==> src/rtl/prbs_sym_gen.sv <==
// prbs_sym_gen: Fibonacci-LFSR PRBS source emitting SYM_BITS-wide symbols
// with a valid/ready output stage.
// Build option: PRBS_LOCKUP_GUARD_EN replaces an all-zero seed with all-ones
// and raises a sticky lockup_err flag. When it is undefined, a zero seed is
// loaded unchanged and lockup_err is tied low.
module prbs_sym_gen #(
  parameter int REG_LEN  = 4,
  parameter int SYM_BITS = 2
) (
  input  logic                clk,
  input  logic                rst_n,
  input  logic                en,
  input  logic                seed_load,
  input  logic [REG_LEN-1:0]  seed,
  input  logic                sym_ready,
  output logic                sym_valid,
  output logic [SYM_BITS-1:0] sym_data,
  output logic                sym_sop,
  output logic                lockup_err
);

  if (REG_LEN < 2 || REG_LEN > 13) begin : g_bad_reg_len
    $error("prbs_sym_gen: REG_LEN %0d outside 2..13", REG_LEN);
  end
  if (SYM_BITS < 1 || SYM_BITS > 8) begin : g_bad_sym_bits
    $error("prbs_sym_gen: SYM_BITS %0d outside 1..8", SYM_BITS);
  end

  // Feedback tap positions for each supported LFSR length, as a bit mask.
  function automatic logic [12:0] tap_mask(input int len);
    case (len)
      2:       return 13'h0003;
      3:       return 13'h0005;
      4:       return 13'h0009;
      5:       return 13'h0012;
      6:       return 13'h0021;
      7:       return 13'h0044;
      8:       return 13'h008E;
      9:       return 13'h0108;
      10:      return 13'h0204;
      11:      return 13'h0402;
      12:      return 13'h0829;
      13:      return 13'h100D;
      default: return 13'h0000;
    endcase
  endfunction

  localparam logic [12:0]        TAP_MASK = tap_mask(REG_LEN);
  localparam logic [REG_LEN-1:0] TAPS     = TAP_MASK[REG_LEN-1:0];
  localparam logic [REG_LEN-1:0] ONES     = '1;

  logic [REG_LEN-1:0]  state_q, state_d;
  logic                valid_q, valid_d;
  logic [SYM_BITS-1:0] data_q, data_d;
  logic                sop_q, sop_d;
  logic [REG_LEN-1:0]  state_adv;
  logic [SYM_BITS-1:0] sym_next;
  logic [REG_LEN-1:0]  seed_eff;
  logic                load;

`ifdef PRBS_LOCKUP_GUARD_EN
  logic lockup_err_q, lockup_err_d;
  assign seed_eff   = (seed == '0) ? ONES : seed;
  assign lockup_err = lockup_err_q;
`else
  assign seed_eff   = seed;
  assign lockup_err = 1'b0;
`endif

  // Unrolled LFSR: SYM_BITS serial steps per cycle; the earliest bit lands in the MSB.
  always_comb begin : p_unroll
    logic [REG_LEN-1:0] st;
    st       = state_q;
    sym_next = '0;
    for (int i = 0; i < SYM_BITS; i++) begin
      sym_next[SYM_BITS-1-i] = st[REG_LEN-1];
      st = {st[REG_LEN-2:0], ^(st & TAPS)};
    end
    state_adv = st;
  end

  assign load = en && (!valid_q || sym_ready);

  // Next-state: a reseed wins, then a symbol load, then draining an accepted symbol.
  always_comb begin
    state_d = state_q;
    valid_d = valid_q;
    data_d  = data_q;
    sop_d   = sop_q;
`ifdef PRBS_LOCKUP_GUARD_EN
    lockup_err_d = lockup_err_q;
`endif
    if (seed_load) begin
      state_d = seed_eff;
      valid_d = 1'b0;
`ifdef PRBS_LOCKUP_GUARD_EN
      if (seed == '0) lockup_err_d = 1'b1;
`endif
    end else if (load) begin
      state_d = state_adv;
      data_d  = sym_next;
      sop_d   = (state_q == ONES);
      valid_d = 1'b1;
    end else if (valid_q && sym_ready) begin
      valid_d = 1'b0;
    end
  end

  // State and output registers; reset parks the LFSR at all-ones so the stream restarts at symbol 0.
  always_ff @(posedge clk or negedge rst_n) begin
    if (!rst_n) begin
      state_q <= ONES;
      valid_q <= 1'b0;
      data_q  <= '0;
      sop_q   <= 1'b0;
`ifdef PRBS_LOCKUP_GUARD_EN
      lockup_err_q <= 1'b0;
`endif
    end else begin
      state_q <= state_d;
      valid_q <= valid_d;
      data_q  <= data_d;
      sop_q   <= sop_d;
`ifdef PRBS_LOCKUP_GUARD_EN
      lockup_err_q <= lockup_err_d;
`endif
    end
  end

  assign sym_valid = valid_q;
  assign sym_data  = data_q;
  assign sym_sop   = sop_q;

endmodule

==> config.mk <==
export PLATFORM = sky130hd
export DESIGN_NAME = prbs_sym_gen
export DESIGN_NICKNAME = d
export VERILOG_FILES = /design/src/rtl/prbs_sym_gen.sv
export SDC_FILE = /design/constraint.sdc
export NUM_CORES = 1
export LEC_CHECK = 0
export ABC_CLOCK_PERIOD_IN_PS = 3150
export CAP_MARGIN = 20
export CORE_MARGIN = 2
export CORE_UTILIZATION = 35
export CTS_CLUSTER_SIZE = 25
export DETAILED_ROUTE_END_ITERATION = 8
export GPL_ROUTABILITY_DRIVEN = 0
export GPL_TIMING_DRIVEN = 0
export HOLD_SLACK_MARGIN = 0.12
export PLACE_DENSITY = 0.66
export SLEW_MARGIN = 10
export SYNTH_ARGS = -nofsm -noshare
export SYNTH_HDL_FRONTEND = slang
export SYNTH_SLANG_ARGS = --single-unit
==> constraint.sdc <==
create_clock -name clk -period 3.15 [get_ports clk]
set_input_delay 0.315 -clock clk [delete_from_list [all_inputs] [get_ports clk]]
set_output_delay 0.315 -clock clk [all_outputs]
set_load 0.05 [all_outputs]
======== Yosys cells after proc, flatten, opt, wreduce, memory -nomap -nowiden ========
Index checks and enable logic that the tools add are counted.
cells by class
  multiplexer cells ....................... 5
  reduce and logical (&&, ||, !) cells .... 9
  equal/unequal tests ..................... 1
  bitwise operators ....................... 1
operators with widths
  operator            count
  $mux 4              2
  $reduce_xor 4->1    2
  $eq 4x4->1 const B  1
  $mux 1              3
  $reduce_bool 3->1   1
  $logic_and 1x1->1   2
  $reduce_and 2->1    1
  $reduce_bool 2->1   1
  $logic_not 1->1     1
  $logic_or 1x1->1    1
  $not 1->1           1
word-level totals
  word-level logic and storage cells ...... 20
  input bits .............................. 9
  output and inout bits ................... 5
  bits in registers ....................... 8

======== Depth between registers and ports, before layout ========
  depth in word-level cells ............... 5
  depth in mapped cells ................... 4
  mapped depth without buffers ............ 3

======== Worst setup path after synthesis ========
No wires, ideal clock.
  kind .................................... register to register
  start ................................... reg valid_q, in the netlist sym_valid
  end ..................................... reg data_q[0], in the netlist sym_data[0]
  cell stages (with the launch flop) ...... 5
  data arrival time ....................... 1258 ps
  clock period less this slack ............ 1383 ps
  slack ................................... 1767 ps
  data required time ...................... 3025 ps
  setup time .............................. 125 ps
  buffers on the path ..................... 1
  cell sequence ........................... dfrtp_1 > nand2b_4 > buf_6 > nand3b_4 > mux2_2
on the way
  cells in the longest elaborated chain, start to end .. 4
ends and longest elaborated chain
  element                            RTL line  RTL
  start, declared                    53        logic valid_q, valid_d;
  start signal, assigned             121       valid_q <= valid_d;
  $logic_not 1->1                    82        assign load = en && (!valid_q || sym_ready);
  $logic_or 1x1->1                   82
  $logic_and 1x1->1                  82
  $reduce_and 2->1 (no source line)  n/a
  end signal, assigned               122       data_q <= data_d;
  end, declared                      54        logic [SYM_BITS-1:0] data_q, data_d;
No other way between the ends.
A chain may end at the register's enable or synchronous reset.

======== Worst setup path after layout ========
  start ................................... reg valid_q, in the netlist sym_valid
  end ..................................... out sym_valid
RTL lines
  element        RTL line  RTL
  end, declared  16        output logic sym_valid,
No word-level cell between the ends.

==> results.yml <==
yosys:
  yosysTopAreaCellShare_pct: 22.95
  synth-seq-cells: 8
  synth.top_cells.by_area: "dfstp_2 (23%), dfrtp_1 (22%), mux2_2 (4.9%)"
  yosysSeqAreaShare_pct: 44.81
  netlist_top_cells_count: "dfrtp_1 (4), dfstp_2 (4), inv_1 (3)"
  synth_nets: 51
  syn_inst: 42
  netlist_area_sq_um: 457.9
  synth_area_leader_cell: "dfstp_2"
  async_flop_share_pct: 100.0
  yosysWarnings: 0
  synthDistinctLibCells: 26
  synth_area_per_cell_sq_um: 10.90
  synth_ff_type: "dfstp_2"
  synth_edf_count: 0
worst_setup_path:
  startpoint_type: "flip-flop"
  cp-end-kind: "output pin"
  cp_max_fo: 2
  cp_cell_sequence: "clkdlybuf4s50_1"
  ff2ff_setup_slack_ns: 1.93
  crit_path_top_delay_cell: "clkdlybuf4s50_1"
  crit-reg2reg-launch: "state_q[3]"
  cpLargestDelayFamily: "buffers and inverters"
  arrival_ns: 1.45
  path_buf_inv: 1
  reg2reg_depth: 3
  crit-reg2reg-capture: "state_q[0]"
  worstPathRequired_ns: 2.83
  crit_type: "reg2out"
  slowest_delay_ns: 0.81
global_route:
  grt_max_degree: 11
  grt-ovfl-total: 0
  grt_usage_pct: 11.43
  grt_pass1_wl_um: 1186
  grt_pass1_vias: 307
  antenna_found_initial: 0
drt:
  top_layer: "met3"
  dr.pass1.iters: 2
  route.detailed.drc: 0
  wl_met1_um: 361
  totalWireLength_um: 772
  via_per_inst: 4.792
  vias: 345
  ant_nets: 0
  routed-wl-met2_um: 375
  drtIter0Drc: 6
  wl_per_cell_um: 10.72
  dr_wl_met3_um: 35
cts:
  post_cts_buffers: 0
  clockBufferDepth: 2
  numCtsBuffers: 3
  clk_latency_ns: 0.26
  htreeDepth: 1
  cts_hold_buf: 0
  cts.clk_slew.worst_paths_ns: 0.06
  clkSinkCount: 8
  cts_tree: "yes"
  cts_root_buf: "clkbuf_4"
  cts_resized: 0
hold_path:
  worstHoldPathType: "in2async"
layout:
  antenna_cells: 0
  area_growth_pct: 33.88
  num-fill-cells: 131
  multiInputGateArea_sq_um: 214.0
  drive_above_1_share_pct: 28.07
  nets: 67
  register_area_sq_um: 205.2
  final_area_sq_um: 613.1
power:
  p_int_mw: 0.2157
  cellLeakagePower_nw: 0.2689
  switchingPower_mw: 0.1052
  peakVddDrop_mv: 0.1701
  p_per_area_nw_per_um2: 523.3
  seqPwrFrac_pct: 41.7
  switching_share_pct: 32.77
  clock_power_share_pct: 27.7
  p_comb_share_pct: 30.6
sta:
  final_max_slew_viol_count: 0
  hold_viol: 0
  period_share_pct: 56.18
  rsz0062_at_grt: "no"
  setup_violations: 0
  fmax_mhz: 565.1
  final.min_clock_period_ns: 1.770
  tns_ns: 0
  final.setup_skew_ns: 0.0007130
floorplanning:
  die_area_sq_um: 1614
  rows: 13
  start_util_pct: 36.56
  chipHeight_um: 40.17
  die_x_um: 40.17
  io_pins: 14
  coreArea_sq_um: 1252
place:
  place_area_sq_um: 586.8
  io_buffers: 11
status:
  status: "finished clean"
job:
  cap_viol_max_count: 0
-- area by class of cell --
cell class	count	share of cell area, %
buffer	4	4.490
clock buffer	4	4.286
inverter	3	1.837
multi-input combinational	27	34.90
sequential	8	33.47
tap	15	3.061
timing repair buffer	11	17.96
-- sequential cells by signal (all words and copies together), names as in the netlist --
signal	count
state_q	4
sym_data	2
sym_sop	1
sym_valid	1
-- power groups by stage --
stage               Clock [mW]  Sequential, mW  Combinational (mW)
finish                  0.0890           0.134              0.0982
global route            0.0936           0.136               0.106
CTS                     0.0921           0.134              0.0989
detailed placement           0           0.136              0.0985
global placement             0           0.135              0.0984
floorplan                    0           0.161              0.0397
-- layout by cell type, fill, tap and decap left out, drive strengths merged --
cell	count
clkdlybuf4s50	11
clkbuf	5
dfstp	4
dfrtp	4
inv	3
and3	3
nand2b	3
buf	3
nand2	2
nand4	2
a21boi	2
o31a	2
mux2	2
a21oi	2
xor2	1
a311o	1
nor2	1
nand3	1
nand3b	1
mux2i	1
xnor2	1
o31ai	1
conb	1
-- per-layer routing --
layer	GRT usage [%]	vias up
met2	18.15	9
li1	-	173
met4	10.00	0
met5	0	-
met1	12.93	163
met3	2.222	0
-- kinds of logic after synthesis --
group | synth area share, %
mux | 7.104
flops | 44.81
xor+xnor | 3.826
other cells | 0.8189
compound gates | 13.39
buf+inv | 8.468
simple gates | 21.58
-- worst max-delay path by stage --
stage	start	to	depth (start not counted)
finish	sym_valid	sym_valid	1
global route	sym_valid	sym_valid	1
floorplan	sym_valid	sym_data[0]	4
detailed placement	sym_ready	sym_data[0]	5
global placement	sym_ready	sym_data[0]	5
CTS	sym_valid	sym_valid	1
-- metrics by stage --
stage / power [mW] / std cells / util, % / hold slack (ns) / worst slack (ns)
after floorplan: 0.2011 / 42 / - / 0.01941 / 1.767
after global placement: 0.2335 / 68 / 46.85 / 0.4882 / 1.613
after detailed placement: 0.2344 / 68 / 46.85 / 0.4987 / 1.625
after CTS: 0.3250 / 72 / 48.95 / 0.3301 / 1.369
after global routing: 0.3354 / 72 / 48.95 / 0.3615 / 1.322
final: 0.3208 / 72 / 48.95 / 0.3303 / 1.380
(Power assumes the default switching activity.)
